`src/rtl/audio_in_level_detector.sv`:
```
// audio_in_level_detector: drains stereo audio FIFO into a mono stream, tracks a peak/decay envelope
// and runs a hysteretic note-on/note-off detector driving note_active/onset.
module audio_in_level_detector #(
  parameter int          DECAY_SHIFT  = 6,
  parameter logic [15:0] ON_THRESH    = 16'd4096,
  parameter logic [15:0] OFF_THRESH   = 16'd1024,
  parameter logic [15:0] HOLD_SAMPLES = 16'd480
) (
  input  logic        CLOCK_50,
  input  logic        reset,
  input  logic        audio_in_available,
  input  logic [31:0] left_channel_audio_in,
  input  logic [31:0] right_channel_audio_in,
  output logic        read_audio_in,
  output logic [15:0] sample_mono,
  output logic        sample_valid,
  output logic [15:0] level,
  output logic        note_active,
  output logic        onset,
  output logic [15:0] sample_count
);
  typedef enum logic [1:0] {WAIT, READ, GAP} rd_t;
  typedef enum logic {SILENT, SOUNDING} nt_t;
  rd_t rd, rd_n;
  nt_t nt, nt_n;
  logic [15:0] left_s, right_s, mono, mono_mag, mag, dec, env_n, hold, hold_n;
  logic [16:0] sum;
  logic        onset_n, unused_bits;
  assign unused_bits = ^{left_channel_audio_in[15:0], right_channel_audio_in[15:0]};
  assign sum = {left_s[15], left_s} + {right_s[15], right_s};
  assign mono = sum[16:1];
  assign mono_mag = (mono == 16'h8000) ? 16'h7fff : mono[15] ? -mono : mono;
  // a zero shift term would stall the decay above 0, so fall back to stepping by 1
  assign dec = level >> DECAY_SHIFT;
  assign env_n = (mag > level) ? mag : level - ((dec == 16'd0 && level != 16'd0) ? 16'd1 : dec);
  assign note_active = (nt == SOUNDING);
  always_comb begin
    rd_n = rd;
    case (rd)
      WAIT:    rd_n = audio_in_available ? READ : WAIT;
      READ:    rd_n = GAP;
      default: rd_n = WAIT;
    endcase
  end
  always_comb begin
    nt_n = nt;
    hold_n = hold;
    onset_n = 1'b0;
    if (rd == GAP) begin
      if (nt == SILENT) begin
        if (env_n >= ON_THRESH) begin
          nt_n = SOUNDING;
          onset_n = 1'b1;
          hold_n = 16'd0;
        end
      end else if (env_n < OFF_THRESH) begin
        if (hold == HOLD_SAMPLES - 16'd1) begin
          nt_n = SILENT;
          hold_n = 16'd0;
        end else if (hold != 16'hffff) begin
          hold_n = hold + 16'd1;
        end
      end else begin
        hold_n = 16'd0;
      end
    end
  end
  always_ff @(posedge CLOCK_50 or posedge reset) begin
    if (reset) begin
      rd <= WAIT;
      nt <= SILENT;
      hold <= '0;
      left_s <= '0;
      right_s <= '0;
      mag <= '0;
      read_audio_in <= 1'b0;
      sample_mono <= '0;
      sample_valid <= 1'b0;
      level <= '0;
      onset <= 1'b0;
      sample_count <= '0;
    end else begin
      rd <= rd_n;
      nt <= nt_n;
      hold <= hold_n;
      onset <= onset_n;
      read_audio_in <= (rd_n == READ);
      sample_valid <= (rd == READ);
      if (rd == WAIT && audio_in_available) begin
        left_s <= left_channel_audio_in[31:16];
        right_s <= right_channel_audio_in[31:16];
      end
      if (rd == READ) begin
        sample_mono <= mono;
        mag <= mono_mag;
        sample_count <= sample_count + 16'd1;
      end
      if (rd == GAP) level <= env_n;
    end
  end
endmodule

```
`config.mk`:
```
export PLATFORM = sky130hd
export DESIGN_NAME = audio_in_level_detector
export DESIGN_NICKNAME = d
export VERILOG_FILES = /design/src/rtl/audio_in_level_detector.sv
export SDC_FILE = /design/constraint.sdc
export NUM_CORES = 1
export LEC_CHECK = 0
export ABC_CLOCK_PERIOD_IN_PS = 4050
export BUFFER_PORTS_ARGS = -buffer_cell sky130_fd_sc_hd__buf_2
export CAP_MARGIN = 20
export CELL_PAD_IN_SITES_DETAIL_PLACEMENT = 1
export CELL_PAD_IN_SITES_GLOBAL_PLACEMENT = 1
export CORE_MARGIN = 4
export CORE_UTILIZATION = 40
export CTS_CLUSTER_DIAMETER = 120
export DETAILED_ROUTE_END_ITERATION = 8
export PLACE_DENSITY_LB_ADDON = 0.1
export SYNTH_ARGS = -nofsm -noshare
export SYNTH_HDL_FRONTEND = slang
export SYNTH_SLANG_ARGS = --single-unit
```
`constraint.sdc`:
```
create_clock -name CLOCK_50 -period 4.05 [get_ports CLOCK_50]
set_input_delay 0.81 -clock CLOCK_50 [delete_from_list [all_inputs] [get_ports CLOCK_50]]
set_output_delay 0.81 -clock CLOCK_50 [all_outputs]
set_load 0.01 [all_outputs]
```
Yosys cells after proc, flatten, opt, wreduce, memory -nomap -nowiden
Index checks and enable logic that the tools add are counted.
- logic and storage cells: 51
- bits of input ports: 67
- register bits after elaboration: 118
- multiplexer cells: 17
- reduce and logical (&&, ||, !) cells: 7
- order comparisons: 3
- add/subtract/negate cells: 5
- equality and inequality tests: 7
- operators with widths (operator ; number):
    16-bit 2-to-1 mux ; 8
    16-bit by 1-bit adder with 16-bit output, second input constant ; 2
    16-bit by 16-bit adder with 17-bit output ; 1
    16-bit == test, second input constant ; 1
    16-bit by 9-bit == test with 1-bit output, second input constant ; 1
    16-bit by 13-bit greater-or-equal comparator with 1-bit output, second input constant ; 1
    16-bit > comparator ; 1
    16-bit logical NOT ; 1
    16-bit by 11-bit < comparator with 1-bit output, second input constant ; 1
    16-bit inequality test, second input constant ; 1
    16-bit negator ; 1
    16-bit nonzero test ; 1
    16-bit by 10-bit subtractor with 16-bit output ; 1
    10-bit 2-to-1 mux ; 1
    1-bit 2-to-1 mux ; 7
    2-bit by 1-bit == test with 1-bit output, second input constant ; 2
    4-bit by 2-bit inequality test with 1-bit output, second input constant ; 1
    2-bit one-hot mux with 2 select lines ; 1
    3-bit AND reduction ; 1
    2-bit == test, second input constant ; 1
    1-bit logical AND ; 2
    2-bit logical NOT ; 1
    2-bit nonzero test ; 1

Depth between registers and ports, before layout
- depth in word-level cells: 9
- mapped depth: 16
- gate-level depth less buffers: 15

Worst setup path after synthesis
OpenSTA, ideal clock, no wires.
- path kind: register -> register
- from: register level[2]
- to: register hold[15]
- path buffers: 1
- path slack: 0.375 ns
- data required time: 3.986 ns
- period minus slack after synthesis: 3.675 ns
- data arrival time: 3.611 ns
- setup time: 0.064 ns
- cell stages (with the launch flop): 16
- cell sequence: dfrtp_1 -> nor4_1 -> nand3_1 -> a31o_2 -> ha_1 -> fa_1 -> nand2b_1 -> a21oi_1 -> o211ai_1 -> and4_1 -> nor4_1 -> a41oi_2 -> nor3_2 -> buf_4 -> nor4b_1 -> a211o_1
- longest elaborated chain between the ends: 8
- elaborated cells on any way between the ends: 13
- classes of those cells: add/sub: 1; order compare: 3; eq/ne: 1; mux: 4; reduce/logical: 4
- ends and longest elaborated chain (item ; line ; text):
    start, declared ; 17 ; output logic [15:0] level,
    start signal, assigned ; 98 ; if (rd == GAP) level <= env_n;
    16-bit nonzero test ; 35 ; assign env_n = (mag > level) ? mag : level - ((dec == 16'd0 && level != 16'd0) ? 16'd1 : dec);
    1-bit logical AND ; 35 ;
    10-bit 2-to-1 mux ; 35 ;
    16-bit by 10-bit subtractor with 16-bit output ; 35 ;
    16-bit 2-to-1 mux (*) ; 35 ;
    16-bit by 11-bit < comparator with 1-bit output or 16-bit by 13-bit greater-or-equal comparator with 1-bit output (tied branches) ; 56, 51 ;
    4-bit by 2-bit inequality test with 1-bit output (no source line) (tied with other cells) ; n/a ;
    3-bit AND reduction (no source line) or 16-bit 2-to-1 mux (tied branches) ; n/a ;
    end signal, assigned ; 85 ; hold <= hold_n;
    end, declared ; 26 ; logic [15:0] left_s, right_s, mono, mono_mag, mag, dec, env_n, hold, hold_n;
Every way passes the cells marked *; elsewhere a longest branch is shown, timed or not.
A chain may end at the register's enable or synchronous reset.

Worst setup path after layout
- from: register level[2]
- to: register hold[3]
The elaborated chain is that of the path after synthesis.

==> run metrics <==
status completed; post-synthesis cell area 7450 µm²; Async SR Flop Fraction 100%; fin crit share 94.8%; Hold Path Depth 2; Die Area 20900 µm²; global-route wire length before repair 32.4 mm; VDD IR max 377 µV; max_cap viols 0; final instance area 8810 µm²; sequential area share after synthesis 39.3%; slew margin rel. 39.6%; HPWL Detailed 14.8 mm; FF-to-FF End hold[3]; GR Layer Usage met2 32.6%; GR peak layer met2; syn avg cell area 9.63 µm²; Final Setup Violations 0; FF-to-FF path depth 15; CTS HTree Levels 4; crit path DAT 4200 ps; CTS root buffer clkbuf_16; Comb power frac 57.0%; GR Layer Usage met3 3.57%; Synth Instances 774; Total GRT Usage 19.2%; final hold violation count 0; slowest CP cell fa_1; met1 Usage GRT 24.9%; Synth Register Bits 117; Distinct cells, synth 80; FF-to-FF setup slack 210 ps; Setup Crit Path Kind reg2reg; layout overhead on the synthesized area 18.2%; vias in the first global route 6484; Pleak 0.00417 µW; ANT nets after route 0; Yosys top cell area share 39.3%; final RePlAce weighted congestion 0.843; FP Rows 49; antenna fix cells 0; total power 7430 µW; post-route clock skew 6.60 ps; switch share 45.0%; routed wire length 19.5 mm; placed cell area 8170 µm²; fin worst setup slack 210 ps; initial antenna violation count 0; Initial Utilization 41.1%; Slew @ Worst Pin 905 ps; worst r2r src level[2]; chip width 144 µm; Post-Place Worst Slack -66.9 ps; worst path cell trace nor4_2, nand3_1, a31o_2, ha_1, fa_1, nand2b_1, a21oi_2, o211ai_1, and4_1, nor4_2, a41oi_2, nor4b_2, buf_4, nor3b_1, a211o_1; EDFF count, synth 0; layout cells sized above 1 25.8%; P_int 4080 µW; Worst-path clk slew 60 ps; Worst Hold End sample_mono[1]; Fillers 2094; GR Overflow Total 0; most frequent cells in the layout 116 x dfrtp_1, 86 x buf_2, 77 x nand2_1; register area 2930 µm²; hold_sp sample_mono[1]; final slew viol count 0; Die H 144 µm; smallest hold slack 476 ps; Synth area leader dfrtp_1; CTS tree done; yosys warns 0; CP peak stage delay 390 ps; Flop pwr share 24.1%; Starting DRT DRC Count 209; total CTS buffers 17; vias per std cell 5.47; CTS max path bufs 2; f_max 260 MHz; Power Density 844 nW/µm²; vias 6104; final net count 988; dominant cells by area after synthesis dfrtp_1 39%, ha_1 7.6%, mux2_2 5.0%, nand2_1 3.9%, nor2_1 2.8%; CP Launch Type flip-flop; commonest non-fill, non-tap cell in the layout dfrtp_1; Clock Latency Late Sink 420 ps; Clk pwr share 18.9%; CP endpoint kind flip-flop; area of the multi-input gates 4240 µm²; Main synth FF type dfrtp_1; io pins 119; CP max FO 7; Buffers on Ports 86; Num Clock Sinks 117; drc violations 0; core area 18100 µm²; Pre-antenna DRT Iters 4; CP Data Required Time 4410 ps; CP most frequent cell nor4_2; post-layout minimum cycle time 3840 ps; largest net degree at the start of global routing 72; Tightest Hold Check Type reg2reg; detailed-route wire length per cell 17.5 µm; final core occ 48.5%; NetSw 3350 µW; syn_nets 888
==> layer usage <==
layer	share of wire [%]	vias up	wire length, µm
met5	0	-	0
met4	1.5	0	302
met3	2.6	27	512
met2	50	74	9700
met1	46	2996	8990
li1	-	3007	-
==> metrics by stage <==
stage | instances | setup TNS [ps]
after floorplan | 774 | 0
final | 1115 | 0
after CTS | 1110 | 0
after global routing | 1115 | -46.6
after global placement | 1079 | 0
after detailed placement | 1079 | -85.1
==> cell usage after synthesis, types with 4 or more instances <==
| cell | number |
|---|---|
| dfrtp_1 | 117 |
| nand2_1 | 77 |
| nor2_1 | 56 |
| ha_1 | 45 |
| a21oi_1 | 41 |
| inv_1 | 38 |
| o21ai_0 | 34 |
| mux2_2 | 33 |
| nand3_1 | 23 |
| xnor2_1 | 23 |
| clkbuf_1 | 21 |
| and3_1 | 20 |
| a31oi_1 | 19 |
| a21o_1 | 18 |
| xor2_1 | 18 |
| nand4_1 | 16 |
| nor3_1 | 13 |
| a221o_1 | 10 |
| nand2b_1 | 9 |
| o211ai_1 | 9 |
| a31oi_2 | 8 |
| nor2b_1 | 8 |
| nor4_1 | 8 |
| buf_6 | 6 |
| or3_1 | 6 |
| and2_1 | 5 |
| and4_1 | 4 |
| buf_2 | 4 |
| nor3b_1 | 4 |
| nor4b_1 | 4 |
| or2_2 | 4 |
==> sequential cells by signal (all words and copies together) (netlist names), 2 cells and up <==
| signal | flops |
|---|---|
| sample_count | 16 |
| rd | 2 |
| hold | 16 |
| mag | 16 |
| right_s | 16 |
| left_s | 16 |
| level | 16 |
| sample_mono | 16 |
==> repair_timing <==
item / in CTS / in global routing
hold buffers: 0 / 0
gates cloned: 0 / 0
setup endpoints to repair: 2 / 15
pin swaps: 1 / 4
setup buffers: 0 / 5
resized for setup: 2 / 6
==> area by class of cell <==
type / count / share of cell area [%]
multi-input combinational: 585 / 48.2
sequential: 117 / 33.3
timing repair buffer: 115 / 7.36
clock buffer: 23 / 5.77
tap: 229 / 3.25
inverter: 38 / 1.65
clock inverter: 8 / 0.554
==> worst max-delay path, delay by kind of cell, from the launching register on <==
family          cells  cell delay, ps
buf+inv             1             200
compound gates      5            1020
fa+ha+maj           2             590
flops               1             380
simple gates        7            1590
==> kinds of logic (layout without fill, tap and decap cells) <==
logic type	after synthesis	count (layout)	share of synthesized area (%)
flip-flops	117	117	39.3
AND/OR/NAND/NOR	279	279	19.8
multiplexers	35	35	5.26
XOR/XNOR	42	42	5.04
AO/OA/AOI/OAI	182	182	18.2
adder cells (fa/ha/maj)	47	47	8.09
buffers and inverters	72	184	4.40
==> worst max-delay path by stage <==
stage,start,depth (start not counted),to,slack (ps)
3_3_place_gp,level[2],15,hold[3],160
5_1_grt,level[2],15,hold[3],-30
4_1_cts,level[12],15,hold[7],20
2_1_floorplan,reset,1,hold[0],140
6_report,level[2],15,hold[3],210
3_5_place_dp,level[3],15,hold[3],-70
==> power groups by stage <==
stage	combinational [µW]	sequential [µW]	clock (µW)
finish	4240	1790	1410
global route	4720	1840	1490
CTS	4240	1790	1430
detailed placement	4190	1800	0
global placement	4010	1780	0
floorplan	3000	1860	0
Power figures use the tool's default switching activity.
